File: src/rtl/sar_ctrl_fsm.sv
`default_nettype none
// +----------------------------------------------------------------------+
// | Module   : sar_ctrl_fsm                                              |
// | Brief    : Synchronous SAR sequencer: sample phase, MSB-first binary |
// |            search with per-bit comparator timeout, continuous mode.  |
// | Revision : 1.0  initial release                                      |
// +----------------------------------------------------------------------+
module sar_ctrl_fsm #(
   parameter int NBITS      = 10,
   parameter int SAMPLE_CYC = 4,
   parameter int TIMEOUT    = 8
) (
   input  logic             clk,
   input  logic             rst,
   input  logic             start,
   input  logic             cont,
   input  logic             cmp_valid,
   input  logic             cmp_out,
   output logic             sample,
   output logic             cmp_clk,
   output logic [NBITS-1:0] step,
   output logic [NBITS-1:0] dac_code,
   output logic [NBITS-1:0] dout,
   output logic             done,
   output logic             busy,
   output logic             timeout_flag
);

   localparam int c_SCW = (SAMPLE_CYC > 1) ? $clog2(SAMPLE_CYC) : 1;
   localparam int c_TW  = (TIMEOUT > 1) ? $clog2(TIMEOUT) : 1;
   localparam int c_IW  = $clog2(NBITS);
   localparam logic [c_SCW-1:0] c_SCNT_INIT = c_SCW'(SAMPLE_CYC - 1);
   localparam logic [c_TW-1:0]  c_WCNT_LAST = c_TW'(TIMEOUT - 1);
   localparam logic [c_IW-1:0]  c_IDX_MSB   = c_IW'(NBITS - 1);
   localparam logic [NBITS-1:0] c_MSB       = {1'b1, {(NBITS-1){1'b0}}};

   // One-hot encoding; bit positions below are used for direct flop decodes.
   typedef enum logic [4:0] {
      S_IDLE   = 5'b00001,
      S_SAMPLE = 5'b00010,
      S_FIRE   = 5'b00100,
      S_WAIT   = 5'b01000,
      S_FINISH = 5'b10000
   } state_t;

   localparam int c_B_IDLE   = 0;
   localparam int c_B_SAMPLE = 1;
   localparam int c_B_FIRE   = 2;
   localparam int c_B_WAIT   = 3;
   localparam int c_B_FINISH = 4;

   state_t             r_state;
   state_t             w_state_nxt;
   logic [c_SCW-1:0]   r_scnt;
   logic [c_TW-1:0]    r_wcnt;
   logic [c_IW-1:0]    r_idx;
   logic [NBITS-1:0]   r_code;
   logic [NBITS-1:0]   r_dout;
   logic               r_to_acc;
   logic               r_to_flag;
   logic               w_force;
   logic               w_decide;
   logic               w_load;
   logic [c_IW-1:0]    w_idx_m1;
   logic [NBITS-1:0]   w_code_dec;
   logic [NBITS-1:0]   w_next_trial;
   logic [NBITS-1:0]   w_step;

   // cmp_valid on the last allowed WAIT cycle still beats the forced decision.
   assign w_force  = r_state[c_B_WAIT] && !cmp_valid && (r_wcnt == c_WCNT_LAST);
   assign w_decide = r_state[c_B_WAIT] && (cmp_valid || w_force);
   assign w_load   = (r_state[c_B_IDLE] && start) ||
                     (r_state[c_B_FINISH] && (start || cont));
   assign w_idx_m1 = r_idx - 1'b1;

   always_comb begin
      w_code_dec        = r_code;
      w_code_dec[r_idx] = cmp_valid & cmp_out;
      w_next_trial      = '0;
      if (r_idx != '0)
         w_next_trial[w_idx_m1] = 1'b1;
      w_step = '0;
      if (r_state[c_B_FIRE] || r_state[c_B_WAIT])
         w_step[r_idx] = 1'b1;
   end

   always_ff @(posedge clk or posedge rst) begin
      if (rst)
         r_state <= S_IDLE;
      else
         r_state <= w_state_nxt;
   end

   always_comb begin
      w_state_nxt = r_state;
      case (r_state)
         S_IDLE:   if (start) w_state_nxt = S_SAMPLE;
         S_SAMPLE: if (r_scnt == '0) w_state_nxt = S_FIRE;
         S_FIRE:   w_state_nxt = S_WAIT;
         S_WAIT:   if (w_decide) w_state_nxt = (r_idx == '0) ? S_FINISH : S_FIRE;
         S_FINISH: w_state_nxt = (start || cont) ? S_SAMPLE : S_IDLE;
         default:  w_state_nxt = S_IDLE;
      endcase
   end

   always_ff @(posedge clk or posedge rst) begin
      if (rst) begin
         r_scnt    <= '0;
         r_wcnt    <= '0;
         r_idx     <= '0;
         r_code    <= '0;
         r_dout    <= '0;
         r_to_acc  <= 1'b0;
         r_to_flag <= 1'b0;
      end else begin
         if (w_load) begin
            r_scnt   <= c_SCNT_INIT;
            r_code   <= '0;
            r_to_acc <= 1'b0;
         end
         if (r_state[c_B_SAMPLE]) begin
            if (r_scnt == '0) begin
               r_idx  <= c_IDX_MSB;
               r_code <= c_MSB;
            end else begin
               r_scnt <= r_scnt - 1'b1;
            end
         end
         if (r_state[c_B_FIRE])
            r_wcnt <= '0;
         if (r_state[c_B_WAIT]) begin
            if (w_decide) begin
               if (w_force)
                  r_to_acc <= 1'b1;
               // Result registers load on FINISH entry so dout is valid alongside done.
               if (r_idx == '0) begin
                  r_code    <= w_code_dec;
                  r_dout    <= w_code_dec;
                  r_to_flag <= r_to_acc | w_force;
               end else begin
                  r_idx  <= w_idx_m1;
                  r_code <= w_code_dec | w_next_trial;
               end
            end else begin
               r_wcnt <= r_wcnt + 1'b1;
            end
         end
      end
   end

   assign sample       = r_state[c_B_SAMPLE];
   assign cmp_clk      = r_state[c_B_FIRE];
   assign done         = r_state[c_B_FINISH];
   assign busy         = ~r_state[c_B_IDLE];
   assign step         = w_step;
   assign dac_code     = r_code;
   assign dout         = r_dout;
   assign timeout_flag = r_to_flag;

endmodule
`default_nettype wire

File: config.mk
export PLATFORM = sky130hd
export DESIGN_NAME = sar_ctrl_fsm
export DESIGN_NICKNAME = d
export VERILOG_FILES = /design/src/rtl/sar_ctrl_fsm.sv
export SDC_FILE = /design/constraint.sdc
export NUM_CORES = 1
export LEC_CHECK = 0
export CAP_MARGIN = 20
export CORE_MARGIN = 2
export CORE_UTILIZATION = 32
export DETAILED_ROUTE_END_ITERATION = 16
export GPL_ROUTABILITY_DRIVEN = 0
export PLACE_DENSITY = 0.58
export SYNTH_ARGS = -nofsm -noshare
export SYNTH_HDL_FRONTEND = slang
export SYNTH_SLANG_ARGS = --single-unit
File: constraint.sdc
create_clock -name clk -period 2 [get_ports clk]
set_input_delay 0.2 -clock clk [delete_from_list [all_inputs] [get_ports clk]]
set_output_delay 0.2 -clock clk [all_outputs]
set_load 0.01 [all_outputs]
==> results.toml, run 1 <==
[clock_tree]
clock_path_buffers = 2
clk_latency_ps = 300
ctsHoldBuffers = 0
clockRootBuffer = "clkbuf_8"
htreeDepth = 2
numCtsBuffers = 5
cts_tree = "done"
clock-sinks = 36
clk_pin_slew_ps = 80

[timing]
max_freq_ghz = 0.520
slew_viol_final = 0
fin_ws_ps = 76.1
finalSetupViolCount = 0
finalSetupTns_ps = 0
worst_pin_slew_ps = 472
period_share_pct = 96.2
period_minus_slack_ps = 1920
fin_skew_ps = 5.99
finalHoldViolations = 0
slew_headroom_pct = 68.5
rsz0062_at_grt = "no"

[routing]
drt_drc_violations_left = 0
ant_nets = 0
wire_per_inst_microns = 14.9
vias = 1999
dr.pass1.iters = 4
drt-initial-drc-count = 137
viasPerCell = 5.21
drt-total-wl_microns = 5720

[layout]
diodes = 0
fin_cells = 384
fillers = 658
multiInputGateArea_sq_um = 1200
seq_area_sq_um = 903
syn2layout_area_growth_pct = 36.5
layout.nets = 316
drive_gt1_share_pct = 19.7

[synth]
netlist_top_cells_count = "35 x dfrtp_1, 28 x nand2_1, 17 x nor2_1, 14 x o21ai_0, 12 x o21ai_1"
synth_ff_type = "dfrtp_1"
syn_avg_cell_area_sq_um = 9.13
synth.most_common_cell = "dfrtp_1"
ys_ff_latch = 36
synth_top_area_share_pct = 40.0
syn_area_sq_um = 2190
postSynth.asyncResetShare_pct = 100
synth-edff-count = 0
syn-num-nets = 253
yosys_warnings = 0
yosysTopAreaCell = "dfrtp_1"
ys_seq_area_share_pct = 41.2
synth.area.top_cells = "dfrtp_1 40%, nand2_1 4.8%, mux2i_1 4.6%, ha_1 4.0%, o21ai_0 3.2%"
synth_cells = 240
synthDistinctLibCells = 54

[floorplanning]
dieArea_sq_um = 7520
coreArea_sq_um = 6720
die_w_microns = 86.7
rows = 30
initial_utilization_pct = 32.6
ios = 41
die_h_microns = 86.7

[critical_path]
end_kind = "output port"
rrSetupSlack_ps = 150
arrival_ps = 1720
cp-start-kind = "flop"
rr_worst_depth = 6
cp_max_fo = 11
path_class = "flop to output port"
r2r-start = "r_wcnt[0]"
required_ps = 1800
worstReg2RegEnd = "dac_code[5]"

[global_routing]
grt_pass1_vias = 1860
globalRouteOverflowTotal = 0
grt_use_total_pct = 15.9
grt_pass1_wl_microns = 9340
grt_max_degree = 37
grt_antenna_before_repair = 0

[hold_path]
hp-class = "primary input to asynchronous set/reset pin"

[place]
port_buffers = 40
place_inst = 371
dp_hpwl_microns = 4200
dp_slack_ps = 103

[run]
cap_viol_max_count = 0

[power]
pwr_density_cell_nw_per_um2 = 963
vdd_drop_max_mv = 0.405
p_leak_nw = 1.35

[status]
status = "completed"
## worst max path at each step
stage	from	endpoint	slack [ps]	cells past startpoint
2_1_floorplan	r_idx[0]	dac_code[4]	150	7
3_3_place_gp	r_idx[0]	step[0]	120	5
3_5_place_dp	r_idx[0]	step[0]	100	5
4_1_cts	r_idx[2]	step[9]	3	4
5_1_grt	r_idx[0]	step[2]	10	4
6_report	r_state[2]	step[2]	80	3
## registers in the layout (all words and copies together), names as in the netlist
name,flops
dac_code,10
r_to_acc,1
r_idx,4
dout,10
r_state,5
r_scnt,2
r_wcnt,3
timeout_flag,1
## cell families after synthesis
kind of cell	Yosys count	synth area share [%]
and+or+nand+nor	97	23.5
buffers and inverters	24	6.22
adders and majority gates	7	4.00
AOI/OAI and AO/OA	64	19.6
muxes	11	5.08
DFF	36	41.2
xor gates and xnor gates	1	0.400
## area by class of cell
class / count / area share [%]
multi-input cells: 180 / 40.0
clock inverters: 3 / 1.42
inverters: 7 / 0.879
repair buffers: 73 / 21.8
clock buffers: 5 / 2.30
well taps: 80 / 3.35
flip-flops and latches: 36 / 30.2
## metrics by stage
step           area, sq um  util, %  power [mW]  hold slack, ps
3_5_place_dp          2790     41.5        2.16             475
6_report              2990     44.5        2.88             311
5_1_grt               2990     44.5        3.08             370
2_1_floorplan         2190        -        1.72             365
3_3_place_gp          2790     41.5        2.15             467
4_1_cts               2920     43.5        2.86             334
## critical path, cell delays in order (launching register included)
cell	delay [ps]
dfrtp_1	370
or2_1	360
and3_1	220
clkdlybuf4s50_1	470
## timing repair
item,CTS,global route
setup endpoints to repair,10,9
buffers inserted,0,5
gates resized for setup,9,11
## layout by cell type, fill, tap and decap left out, types with 4 or more instances in the layout
cell             Yosys  routed
ha_1                 7       4
o21ai_1             12      12
mux2i_1             10      10
clkdlybuf4s50_1      0      34
nand2b_1             5       5
and3_1               8       8
nand2_1             28      28
nand3_1              5       5
o21ai_0             14      14
nor3_1               7       7
inv_1                7       7
buf_4                2      32
clkbuf_8             0       5
nand3b_1             5       5
a21oi_1             11      11
nor2_1              17      16
dfrtp_1             35      34
## metal layers
| layer | share of wire [%] | up-vias | global-route usage, % |
|---|---|---|---|
| li1 | - | 984 | - |
| met1 | 49 | 949 | 22.2 |
| met2 | 45 | 59 | 25.0 |
| met3 | 4.3 | 7 | 3.24 |
| met4 | 1.4 | 0 | 4.26 |
| met5 | 0 | - | 0 |
## power breakdown
part	internal, mW	leakage [nW]	switching (mW)
Combinational	0.586	0.821	0.677
Sequential	0.843	0.476	0.117
Clock	0.369	0.0541	0.288
Power figures use the tool's default switching activity.
==> run 2, diff against run 1 <==
- CORE_UTILIZATION: 32 -> 31
- CTS_BUF_LIST: unset -> sky130_fd_sc_hd__clkbuf_4 sky130_fd_sc_hd__clkbuf_8 sky130_fd_sc_hd__clkbuf_16
- PLACE_DENSITY: 0.58 -> 0.57
==> results.toml, run 2 (synthesized netlist as in run 1, its figures left out) <==
[critical_path]
arrival_ps = 1750
worstReg2RegEnd = "dac_code[5]"
cp-start-kind = "flop"
rr_worst_depth = 7
r2r-start = "r_wcnt[0]"
end_kind = "output port"
cp_max_fo = 6
required_ps = 1800
startpoint = "r_idx[0]"
rrSetupSlack_ps = 140
path_class = "flop to output port"

[routing]
drt_drc_violations_left = 0
vias = 1982
ant_nets = 0
drt-initial-drc-count = 74
wire_per_inst_microns = 14.3
dr.pass1.iters = 4
viasPerCell = 4.96
drt-total-wl_microns = 5740

[clock_tree]
clock_path_buffers = 2
clockRootBuffer = "clkbuf_8"
clk_latency_ps = 290
htreeDepth = 2
clk_pin_slew_ps = 70
cts_tree = "done"
numCtsBuffers = 5
clock-sinks = 36

[global_routing]
grt_pass1_vias = 1966
met1_usage_pct = 21.7
grt_use_total_pct = 16.0
grt_use_met2_pct = 25.9
grt_pass1_wl_microns = 9690
grt_max_degree = 37
grtUsageMet3_pct = 3.30
grt_antenna_before_repair = 0
globalRouteOverflowTotal = 0
top_usage_layer = "met2"

[layout]
fillers = 721
final_util_pct = 43.9
drive_gt1_share_pct = 20.4
layout.nets = 316
fin_cells = 400
diodes = 0
syn2layout_area_growth_pct = 36.8
final_cell_mix = "33 x dfrtp_1, 33 x clkdlybuf4s50_1, 33 x buf_4"

[timing]
worst_pin_slew_ps = 475
whs_ps = 317
fin_skew_ps = 6.29
finalHoldViolations = 0
period_minus_slack_ps = 1950
max_freq_ghz = 0.514
finalSetupViolCount = 0
slew_headroom_pct = 68.3
finalSetupTns_ps = 0
period_share_pct = 97.3
slew_viol_final = 0
rsz0062_at_grt = "yes"

[hold_path]
hp-class = "primary input to asynchronous set/reset pin"

[floorplanning]
coreArea_sq_um = 6830
dieArea_sq_um = 7760
die_h_microns = 88.1
rows = 30
die_w_microns = 88.1
ios = 41
initial_utilization_pct = 32.1

[place]
place_inst = 389
port_buffers = 40
dp_hpwl_microns = 4260

[status]
status = "completed"

[power]
p_leak_nw = 1.37
vdd_drop_max_mv = 0.542
pwr_density_cell_nw_per_um2 = 960

[run]
cap_viol_max_count = 0
[run 2: through the flow]
stage                     worst slack, ps  total power, mW  cell area, sq um
final                                53.2             2.88              3000
after global placement                133             2.16              2830
after global routing                -20.8             3.09              3000
after CTS                            7.66             2.89              2970
after floorplan                       148             1.72              2190
after detailed placement              106             2.18              2830
[run 2: area by class of cell]
class / count / area [sq um] / area share (%)
tap: 96 / 120 / 4.01
clock inverter: 2 / 35.0 / 1.17
multi-input combinational: 180 / 1180 / 39.5
clock buffer: 6 / 76.3 / 2.55
timing repair buffer: 73 / 651 / 21.7
inverter: 7 / 26.3 / 0.876
sequential: 36 / 905 / 30.2
[run 2: how the worst max path moves through the flow]
stage             endpoint  cells past startpoint
6_report           step[6]                      4
5_1_grt            step[6]                      4
4_1_cts            step[5]                      3
3_5_place_dp       step[0]                      5
3_3_place_gp       step[0]                      5
2_1_floorplan  dac_code[4]                      7
[run 2: layer usage]
metal	part of all wire (%)	routed length, microns	vias up
met5	0	0	-
met1	49	2810	938
li1	-	-	988
met2	46	2640	48
met3	3.7	210	8
met4	1.4	80	0
[run 2: critical path, stage by stage (launching register included)]
cell	delay, ps
dfrtp_1	380
inv_1	110
ha_2	270
and3_1	170
clkdlybuf4s50_1	530
[run 2: report_power, final]
| part | internal, mW | leakage, nW | total [mW] | switching, mW |
|---|---|---|---|---|
| Sequential | 0.844 | 0.476 | 0.964 | 0.119 |
| Combinational | 0.589 | 0.834 | 1.26 | 0.671 |
| Clock | 0.384 | 0.0586 | 0.655 | 0.271 |
| Total | 1.82 | 1.37 | 2.88 | 1.06 |
[run 2: timing repair]
action | 4_1_cts | 5_1_grt
hold buffers | 0 | 0
buffers inserted | 2 | 1
endpoints found under the setup margin | 10 | 8
gates resized for setup | 10 | 10
